`src/rtl/uart_pkg.sv`:
```
// Shared UART types and encodings.
// Used by the oversampled receiver and the baud generator.
package uart_pkg;

    typedef enum logic [2:0] {
        IDLE,
        START,
        DATA,
        PARITY,
        STOP,
        BREAK_WAIT
    } rx_state_e;

    localparam logic [1:0] PAR_EVEN   = 2'b00;
    localparam logic [1:0] PAR_ODD    = 2'b01;
    localparam logic [1:0] PAR_STICK0 = 2'b10;
    localparam logic [1:0] PAR_STICK1 = 2'b11;

    localparam logic [1:0] WLEN_5 = 2'b00;
    localparam logic [1:0] WLEN_6 = 2'b01;
    localparam logic [1:0] WLEN_7 = 2'b10;
    localparam logic [1:0] WLEN_8 = 2'b11;

    // Bits per frame: start + data + optional parity + stop(s).
    function automatic logic [3:0] frame_bits(
        input logic [1:0] bits,
        input logic       par_en,
        input logic       stop2
    );
        return 4'd7 + {2'b00, bits} + {3'b000, par_en} + {3'b000, stop2};
    endfunction

    function automatic logic par_err(
        input logic [1:0] sel,
        input logic       data_xor,
        input logic       bit_in
    );
        logic w_err;
        w_err = 1'b0;
        unique case (sel)
            PAR_EVEN:   w_err = data_xor ^ bit_in;
            PAR_ODD:    w_err = ~(data_xor ^ bit_in);
            PAR_STICK0: w_err = bit_in;
            PAR_STICK1: w_err = ~bit_in;
            default:    w_err = 1'b0;
        endcase
        return w_err;
    endfunction

endpackage

```
`src/rtl/uart_baud_gen.sv`:
```
// Sample-tick prescaler with restart; divisors 0 and 1 act as 2.
// Shared between the receiver and a future oversampled transmitter.
module uart_baud_gen #(
    parameter int DIV_WIDTH = 16
) (
    input  logic                 clk_i,
    input  logic                 rst_n_i,
    input  logic                 en_i,
    input  logic                 restart_i,
    input  logic [DIV_WIDTH-1:0] div_i,
    output logic                 tick_o
);

    logic [DIV_WIDTH-1:0] r_cnt;
    logic [DIV_WIDTH-1:0] w_last;
    logic                 w_wrap;

    assign w_last = (div_i < DIV_WIDTH'(2)) ? DIV_WIDTH'(1) : div_i - 1'b1;
    assign w_wrap = (r_cnt >= w_last);
    assign tick_o = en_i & ~restart_i & w_wrap;

    always_ff @(posedge clk_i or negedge rst_n_i) begin
        if (!rst_n_i) begin
            r_cnt <= '0;
        end else if (!en_i || restart_i) begin
            r_cnt <= '0;
        end else if (w_wrap) begin
            r_cnt <= '0;
        end else begin
            r_cnt <= r_cnt + 1'b1;
        end
    end

endmodule

```
`src/rtl/uart_rx_os.sv`:
```
// Oversampled UART receiver with majority voting, parity,
// framing/break/overrun detection and character timeout.
module uart_rx_os
    import uart_pkg::*;
#(
    parameter int DIV_WIDTH     = 16,
    parameter int OVERSAMPLE    = 16,
    parameter int TIMEOUT_CHARS = 4,
    parameter int SYNC_STAGES   = 2
) (
    input  logic                 clk_i,
    input  logic                 rst_n_i,
    input  logic                 rx_i,
    input  logic                 cfg_en_i,
    input  logic [DIV_WIDTH-1:0] cfg_div_i,
    input  logic [1:0]           cfg_bits_i,
    input  logic                 cfg_parity_en_i,
    input  logic [1:0]           cfg_parity_sel_i,
    input  logic                 cfg_stop_bits_i,
    output logic [7:0]           rx_data_o,
    output logic                 rx_valid_o,
    input  logic                 rx_ready_i,
    output logic                 parity_err_o,
    output logic                 frame_err_o,
    output logic                 break_o,
    output logic                 overrun_o,
    input  logic                 err_clr_i,
    output logic                 timeout_o,
    output logic                 busy_o
);

    localparam int OS_W = $clog2(OVERSAMPLE);
    localparam int TO_W = $clog2(TIMEOUT_CHARS * 12 + 1);
    localparam logic [OS_W-1:0] S0      = OS_W'(OVERSAMPLE / 2 - 2);
    localparam logic [OS_W-1:0] S1      = OS_W'(OVERSAMPLE / 2 - 1);
    localparam logic [OS_W-1:0] SV      = OS_W'(OVERSAMPLE / 2);
    localparam logic [OS_W-1:0] OS_LAST = OS_W'(OVERSAMPLE - 1);

    logic [SYNC_STAGES-1:0] r_sync;
    logic                   r_rx_d;
    rx_state_e              r_state;
    logic [OS_W-1:0]        r_os;
    logic                   r_s0;
    logic                   r_s1;
    logic [2:0]             r_bitcnt;
    logic [7:0]             r_shift;
    logic                   r_par;
    logic                   r_zero;
    logic                   r_perr;
    logic [1:0]             r_bits;
    logic                   r_par_en;
    logic [1:0]             r_par_sel;
    logic                   r_stop2;

    logic [7:0]             r_data;
    logic                   r_valid;
    logic                   r_perr_o;
    logic                   r_ferr;
    logic                   r_brk;
    logic                   r_ovr;
    logic                   r_timeout;
    logic                   r_armed;
    logic [TO_W-1:0]        r_to_cnt;

    logic                   w_rx;
    logic                   w_fall;
    logic                   w_start;
    logic                   w_tick;
    logic                   w_vote_now;
    logic                   w_vote;
    logic                   w_done;
    logic                   w_brk;
    logic                   w_hs;
    logic                   w_load;
    logic                   w_bit_end;
    logic [2:0]             w_last_bit;
    logic [TO_W-1:0]        w_limit;

    assign w_rx       = r_sync[SYNC_STAGES-1];
    assign w_fall     = r_rx_d & ~w_rx;
    assign w_start    = cfg_en_i & (r_state == IDLE) & w_fall;
    assign w_vote_now = w_tick & (r_os == SV);
    assign w_vote     = (r_s0 & r_s1) | (r_s0 & w_rx) | (r_s1 & w_rx);
    assign w_done     = cfg_en_i & w_vote_now & (r_state == STOP);
    assign w_brk      = ~w_vote & r_zero;
    assign w_hs       = r_valid & rx_ready_i;
    assign w_load     = w_done & (~r_valid | rx_ready_i);
    assign w_bit_end  = w_tick & (r_os == OS_LAST) & (r_state == IDLE);
    assign w_last_bit = 3'(r_bits) + 3'd4;
    assign w_limit    = TO_W'(TIMEOUT_CHARS)
                      * TO_W'(frame_bits(r_bits, r_par_en, r_stop2));

    assign rx_data_o    = r_data;
    assign rx_valid_o   = r_valid;
    assign parity_err_o = r_perr_o;
    assign frame_err_o  = r_ferr;
    assign break_o      = r_brk;
    assign overrun_o    = r_ovr;
    assign timeout_o    = r_timeout;
    assign busy_o       = (r_state != IDLE);

    uart_baud_gen #(
        .DIV_WIDTH(DIV_WIDTH)
    ) u_baud (
        .clk_i     (clk_i),
        .rst_n_i   (rst_n_i),
        .en_i      (cfg_en_i),
        .restart_i (w_start),
        .div_i     (cfg_div_i),
        .tick_o    (w_tick)
    );

    always_ff @(posedge clk_i or negedge rst_n_i) begin
        if (!rst_n_i) begin
            r_sync <= '1;
            r_rx_d <= 1'b1;
        end else begin
            r_sync <= {r_sync[SYNC_STAGES-2:0], rx_i};
            r_rx_d <= w_rx;
        end
    end

    always_ff @(posedge clk_i or negedge rst_n_i) begin
        if (!rst_n_i) begin
            r_state   <= IDLE;
            r_os      <= '0;
            r_s0      <= 1'b1;
            r_s1      <= 1'b1;
            r_bitcnt  <= '0;
            r_shift   <= '0;
            r_par     <= 1'b0;
            r_zero    <= 1'b0;
            r_perr    <= 1'b0;
            r_bits    <= WLEN_8;
            r_par_en  <= 1'b0;
            r_par_sel <= PAR_EVEN;
            r_stop2   <= 1'b0;
        end else if (!cfg_en_i) begin
            r_state <= IDLE;
            r_os    <= '0;
        end else begin
            // Tick counter also free-runs in IDLE to time the character timeout.
            if (w_tick) begin
                r_os <= (r_os == OS_LAST) ? '0 : r_os + 1'b1;
                if (r_os == S0) r_s0 <= w_rx;
                if (r_os == S1) r_s1 <= w_rx;
            end
            unique case (r_state)
                IDLE: begin
                    if (w_fall) begin
                        r_state   <= START;
                        r_os      <= '0;
                        r_bitcnt  <= '0;
                        r_shift   <= '0;
                        r_par     <= 1'b0;
                        r_zero    <= 1'b1;
                        r_perr    <= 1'b0;
                        r_bits    <= cfg_bits_i;
                        r_par_en  <= cfg_parity_en_i;
                        r_par_sel <= cfg_parity_sel_i;
                        r_stop2   <= cfg_stop_bits_i;
                    end
                end
                START: begin
                    if (w_vote_now) r_state <= w_vote ? IDLE : DATA;
                end
                DATA: begin
                    if (w_vote_now) begin
                        r_shift[r_bitcnt] <= w_vote;
                        r_par             <= r_par ^ w_vote;
                        r_zero            <= r_zero & ~w_vote;
                        r_bitcnt          <= r_bitcnt + 1'b1;
                        if (r_bitcnt == w_last_bit)
                            r_state <= r_par_en ? PARITY : STOP;
                    end
                end
                PARITY: begin
                    if (w_vote_now) begin
                        r_perr  <= par_err(r_par_sel, r_par, w_vote);
                        r_zero  <= r_zero & ~w_vote;
                        r_state <= STOP;
                    end
                end
                STOP: begin
                    if (w_vote_now) r_state <= w_brk ? BREAK_WAIT : IDLE;
                end
                BREAK_WAIT: begin
                    if (w_tick && w_rx) r_state <= IDLE;
                end
                default: r_state <= IDLE;
            endcase
        end
    end

    always_ff @(posedge clk_i or negedge rst_n_i) begin
        if (!rst_n_i) begin
            r_data   <= '0;
            r_valid  <= 1'b0;
            r_perr_o <= 1'b0;
            r_ferr   <= 1'b0;
            r_brk    <= 1'b0;
            r_ovr    <= 1'b0;
        end else begin
            if (w_load) begin
                r_data   <= r_shift;
                r_valid  <= 1'b1;
                r_perr_o <= r_perr & ~w_brk;
                r_ferr   <= ~w_vote;
                r_brk    <= w_brk;
            end else if (w_hs) begin
                r_valid <= 1'b0;
            end
            if (w_done && r_valid && !rx_ready_i) begin
                r_ovr <= 1'b1;
            end else if (err_clr_i) begin
                r_ovr <= 1'b0;
            end
        end
    end

    always_ff @(posedge clk_i or negedge rst_n_i) begin
        if (!rst_n_i) begin
            r_armed   <= 1'b0;
            r_to_cnt  <= '0;
            r_timeout <= 1'b0;
        end else begin
            if (!cfg_en_i) begin
                r_armed  <= 1'b0;
                r_to_cnt <= '0;
            end else if (w_done) begin
                r_armed  <= 1'b1;
                r_to_cnt <= '0;
            end else if (r_armed && w_bit_end) begin
                r_to_cnt <= r_to_cnt + 1'b1;
                if (r_to_cnt + 1'b1 == w_limit) begin
                    r_timeout <= 1'b1;
                    r_armed   <= 1'b0;
                end
            end
            if (w_start || w_hs) r_timeout <= 1'b0;
        end
    end

endmodule

```
`config.mk`:
```
export PLATFORM = sky130hd
export DESIGN_NAME = uart_rx_os
export DESIGN_NICKNAME = d
export VERILOG_FILES = /design/src/rtl/uart_pkg.sv /design/src/rtl/uart_baud_gen.sv /design/src/rtl/uart_rx_os.sv
export SDC_FILE = /design/constraint.sdc
export NUM_CORES = 1
export LEC_CHECK = 0
export CAP_MARGIN = 15
export CORE_MARGIN = 2
export CORE_UTILIZATION = 58
export DETAILED_ROUTE_END_ITERATION = 8
export HOLD_SLACK_MARGIN = 0.15
export PLACE_DENSITY = 0.85
export SLEW_MARGIN = 10
export SYNTH_ARGS = -nofsm -noshare
export SYNTH_HDL_FRONTEND = slang
export SYNTH_SLANG_ARGS = --single-unit
```
`constraint.sdc`:
```
create_clock -name clk_i -period 2.9 [get_ports clk_i]
set_input_delay 0.58 -clock clk_i [delete_from_list [all_inputs] [get_ports clk_i]]
set_output_delay 0.58 -clock clk_i [all_outputs]
set_load 0.01 [all_outputs]
```
# Word-level counts from Yosys, hierarchy flattened
# Index checks and enable logic that the tools add are counted.
# op_classes
n_bitwise	27
n_eq_ne	28
n_addsub	9
magnitude_cmp	4
reduce_logical	30
n_mux	54
# op_table
op	n
$mux 16	3
$mux 3	12
$ne 3x3->1 const B	7
$mux 4	5
$mux 1	19
$mux 6	3
$pmux 3 s6	1
$and 1x1->1	17
$add 16x1->16 const B	1
$ge 16x16->1	1
$lt 16x2->1 const B	1
$mux 8	2
$pmux 8 s2	1
$reduce_and 4->1	4
$reduce_bool 2->1	8
$sub 16x1->16 const B	1
$reduce_and 3->1	3
$add 4x1->4	2
$bwmux 8	1
$eq 4x3->1 const B	2
$eq 4x4->1 const B	2
$reduce_and 7->1	1
$add 6x1->6 const B	1
$eq 3x2->1 const B	2
other kinds (31)	52
# totals
word_cells	177
register_bits	69
out_inout_bits	15

# Logic depth before layout (Yosys ltp)
# logic_depth
word_depth	13
mapped_depth	15

# Hierarchy
# Synthesis repeated with hierarchy kept, for this count alone.
# hier_totals
hier_cells	451
hier_area_um2	4434.3
# modules_own_cells
module	cells_per_inst	n_inst	area_per_inst_um2
uart_rx_os	270	1	2831.5
uart_baud_gen	181	1	1602.8

# Least setup slack after synthesis
# Ideal clock, no wire load.
# synth_path
path_kind	input-to-reg
startpoint	in cfg_div_i[11]
endpoint	reg r_ferr, in the netlist frame_err_o
path_buffers	2
slack_ps	-812
path_stages	14
arrival_ps	3587
setup_time_ps	125
required_ps	2775
path_cell_list	or4_1 -> or3_4 -> nor2_2 -> nand4_2 -> buf_2 -> nand2_1 -> ha_1 -> and4_4 -> o211ai_2 -> o32ai_4 -> nor2_4 -> nor4_4 -> buf_6 -> mux2_4
# synth_between
elab_chain_len	8
word_cells_on_any_way	9
cone_classes	1 x add/sub; 2 x order compare; 1 x mux; 5 x bitwise
# synth_rtl
element	line_no	text
start: declaration	uart_rx_os.sv:15	input logic [DIV_WIDTH-1:0] cfg_div_i,
$sub 16x1->16 / $lt 16x2->1 (equally long branches)	uart_baud_gen.sv:18	assign w_last = (div_i < DIV_WIDTH'(2)) ? DIV_WIDTH'(1) : div_i - 1'b1;
$mux 16 (*)	uart_baud_gen.sv:18	
$ge 16x16->1 (*)	uart_baud_gen.sv:19	assign w_wrap = (r_cnt >= w_last);
$and 1x1->1 (*)	uart_baud_gen.sv:20	assign tick_o = en_i & ~restart_i & w_wrap;
$and 1x1->1 (*)	uart_rx_os.sv:82	assign w_vote_now = w_tick & (r_os == SV);
$and 1x1->1 (*) (2 in series)	uart_rx_os.sv:84	assign w_done = cfg_en_i & w_vote_now & (r_state == STOP);
$and 1x1->1 (*)	uart_rx_os.sv:87	assign w_load = w_done & (~r_valid | rx_ready_i);
end signal: assignment	uart_rx_os.sv:208	r_ferr <= ~w_vote;
end: declaration	uart_rx_os.sv:58	logic r_ferr;
# Mark *: on every way between the ends. The rest lies on a longest branch, timed or not.
# A chain may end at the register's enable or synchronous reset.

# Worst setup path in the final report
# layout_path
startpoint	in cfg_div_i[4]
endpoint	reg r_shift[2]
# layout_between
elab_chain_len	7
word_cells_on_any_way	8
cone_classes	1 x add/sub; 2 x order compare; 1 x eq/ne; 1 x mux; 2 x bitwise; 1 x reduce/logical
# layout_rtl
element	line_no	text
$sub 16x1->16 / $lt 16x2->1 (equally long branches)	uart_baud_gen.sv:18	
$mux 16 (*)	uart_baud_gen.sv:18	
$ge 16x16->1 (*)	uart_baud_gen.sv:19	
$and 1x1->1 (*)	uart_baud_gen.sv:20	
$and 1x1->1 (*)	uart_rx_os.sv:82	
$ne 2x2->1 (no source line) (*)	-	
$reduce_and 4->1 (no source line) (*)	-	
end signal: indexed assignment	uart_rx_os.sv:169	r_shift[r_bitcnt] <= w_vote;
end: declaration	uart_rx_os.sv:46	logic [7:0] r_shift;
# Marked as above.

==> run_results.csv <==
group,metric,value,unit
outcome,status,"finished with violations",
outcome,violations,"negative setup slack",
worst_setup_path,worstPathRequired,3180,ps
worst_setup_path,r2r_cells,9,
layout,layout_commonest_cell,"dfrtp_1",
timing,fmax,0.2466,GHz
grt,grt_max_degree,44,
timing,period_minus_slack,4055,ps
die,coreArea,7331,sq um
routing,drtPass1Iterations,6,
cts,cts_num_sinks,69,
timing,worst_pin_slew,730.9,ps
synth,synth_warnings,0,
layout,layout_common_cells,"dfrtp_1 (62), buf_4 (52), nand2_1 (46)",
cts,htree_levels,3,
placed_design,placed_area,5344,sq um
grt,grt_pass1_wl,22560,microns
worst_setup_path,worst-path-max-fanout,7,
flow_run,maxCapViolations,0,
synth,synth_ff_type,"dfrtp_1",
cts,numCtsBuffers,9,
routing,wl_met3,1981,microns
layout,area_growth,45.62,%
synth,yosysSeqAreaShare,39.18,%
timing,setup_tns,-56020,ps
cts,clock_latency,380,ps
worst_setup_path,crit_type,"in2reg",
timing,timing.slew.headroom,51.10,%
die,die_w,91.39,microns
timing,rsz0062_at_grt,"yes",
layout,layout.nets,628,
synth,synth-seq-cells,69,
cts,cts_tree,"done",
routing,finalWirelength,18320,microns
synth,synthesis.area,4429,sq um
power_and_ir_drop,powerDensity,432.5,nW/um^2
routing,dr_wl_met2,8377,microns
synth,async_flop_share,100.0,%
worst_setup_path,crit_start,"cfg_div_i[4]",
power_and_ir_drop,p_total,2.790,mW
routing,vias,4720,
worst_setup_path,crit_path_end_kind,"flop",
routing,top_layer,"met4",
die,die_h,91.39,microns
timing,fin_crit_sh,139.8,%
grt,grt_pass1_vias,4382,
timing,setup_viol,60,
timing,slew_viol_final,0,
power_and_ir_drop,p_leak,2.859,nW
routing,final_antenna_net_count,0,
timing,hold_viol_final,0,
layout,n_antenna_cell,0,
routing,remaining_drc_errors,0,
timing,fin_worst_skew,20.61,ps
layout,fin_cells,676,
worst_setup_path,critPathLaunchType,"input pin",
min_path,hold_path.class,"in2async",
die,ios,43,
grt,grt_util_all_layers,34.60,%
cts,cts_buffer_depth,2,
worst_setup_path,reg2reg_from,"u_baud.r_cnt[11]$_DFF_PN0_",
power_and_ir_drop,peakVddDrop,581.9,uV
die,initial_core_util,60.42,%
die,rows,31,
placed_design,portBuffers,42,
layout,fin_area,6450,sq um
synth,synthTopCellsByArea,"dfrtp_1 (35%), ha_1 (7.6%), nand2_1 (5.3%), dfstp_2 (4.2%), mux2i_1 (3.8%)",
synth,synth.net_count,515,
placed_design,hpwlAfterDp,8085,microns
grt,grt_overflow,0,
synth,synth_cell_type_count,66,
synth,synth-edff-count,0,
die,die_area,8351,sq um
placed_design,place_congestion,0.9307,
routing,m1WireLength,6405,microns
synth,synth_top_area_share,35.03,%
placed_design,placed_cells,633,
cts,cts-root-buf,"clkbuf_8",
cts,clk_pin_slew,90,ps
routing,via_per_inst,6.982,
worst_setup_path,worstPathArrival,4340,ps
synth,synthCells,459,
layout,drive_gt1_share,39.51,%
grt,antenna_found_initial,0,
synth,postSynthAreaPerCell,9.650,sq um
routing,dr.first_iter.drc_count,731,
timing,postLayoutSetupSlackWorst,-1155,ps
synth,yosys.area.top_type,"dfrtp_1",
routing,routedWlPerCell,27.11,microns
-- kinds of logic after synthesis --
family | synth area share [%]
DFF | 39.18
muxes | 9.096
xor gates and xnor gates | 7.429
and+or+nand+nor | 22.06
adders and majority gates | 8.079
buffers and inverters | 3.757
AOI/OAI and AO/OA | 10.40
-- through the flow --
stage	setup WS [ps]	utilization (%)	hold slack, ps
after floorplan	-787.0	-	284.4
after global placement	-1298	72.90	346.3
after detailed placement	-1409	72.90	348.7
after CTS	-821.5	82.32	239.8
after global routing	-1170	87.98	266.6
final	-1155	87.98	221.3
-- synthesized netlist by cell type, drive strengths merged (10+ instances only) --
master,n
nor2,39
inv,22
a21oi,17
nand2,65
nand4,16
nand3,21
dfrtp,62
mux2,18
xor2,19
ha,27
xnor2,16
nor3,10
mux2i,17
o21ai,12
-- state kept, by name (all words and copies together), names as in the netlist, 2 cells and up --
register / cells
r_bitcnt: 3
r_bits: 2
r_state: 3
r_sync: 2
rx_data_o: 8
r_par_sel: 2
u_baud.r_cnt: 16
r_shift: 8
r_to_cnt: 6
r_os: 4
-- power by group --
part,switching [mW],total [mW],internal [mW]
clock,0.449,0.762,0.313
sequential,0.110,1.15,1.04
combinational,0.477,0.876,0.399
total,1.04,2.79,1.75
-- final cells by class --
class / count / area, sq um
sequential: 69 / 1735
multi-input combinational: 353 / 3214
inverter: 22 / 82.58
clock buffer: 9 / 123.9
clock inverter: 7 / 51.30
timing repair buffer: 117 / 1119
tap: 99 / 123.9
fill: 284 / 880.8
-- routing by layer --
metal,track usage (%),vias up
li1,-,1840
met1,42.75,2234
met2,56.92,468
met3,6.639,178
met4,18.94,0
met5,0,-
-- repair_timing --
action                                  CTS  global route
endpoints found under the hold margin     0             0
buffers inserted                         14            12
cloned                                    3             1
pin swaps                                32            49
hold buffers                              0             0
endpoints found under the setup margin   60            60
gates resized for setup                  91            82
-- worst max-delay path, stage by stage --
cell             delay, ps
clkdlybuf4s50_1        540
nor4_2                  70
buf_4                  160
buf_4                  130
buf_4                  130
buf_4                  140
nand4_4                100
buf_12                 130
buf_4                  140
nand2_1                110
ha_1                   370
nand4_1                200
buf_4                  200
o32a_1                 370
a21oi_4                300
buf_6                  180
nand4_1                180
mux2i_1                300
-- worst paths after layout --
| check | endpoint | slack (ps) |
|---|---|---|
| max reg2reg | r_shift[2]$_DFFE_PN0P_ | 90 |
| max in group asynchronous | r_s1$_DFFE_PN1P_ | 1970 |
| min in group clk_i | r_sync[1]$_DFF_PN1_ | 350 |
| min reg2reg | r_sync[1]$_DFF_PN1_ | 350 |
| max | r_shift[2]$_DFFE_PN0P_ | -1160 |
| min | r_shift[3]$_DFFE_PN0P_ | 220 |
No activity file was read; power rests on OpenSTA's default activity.
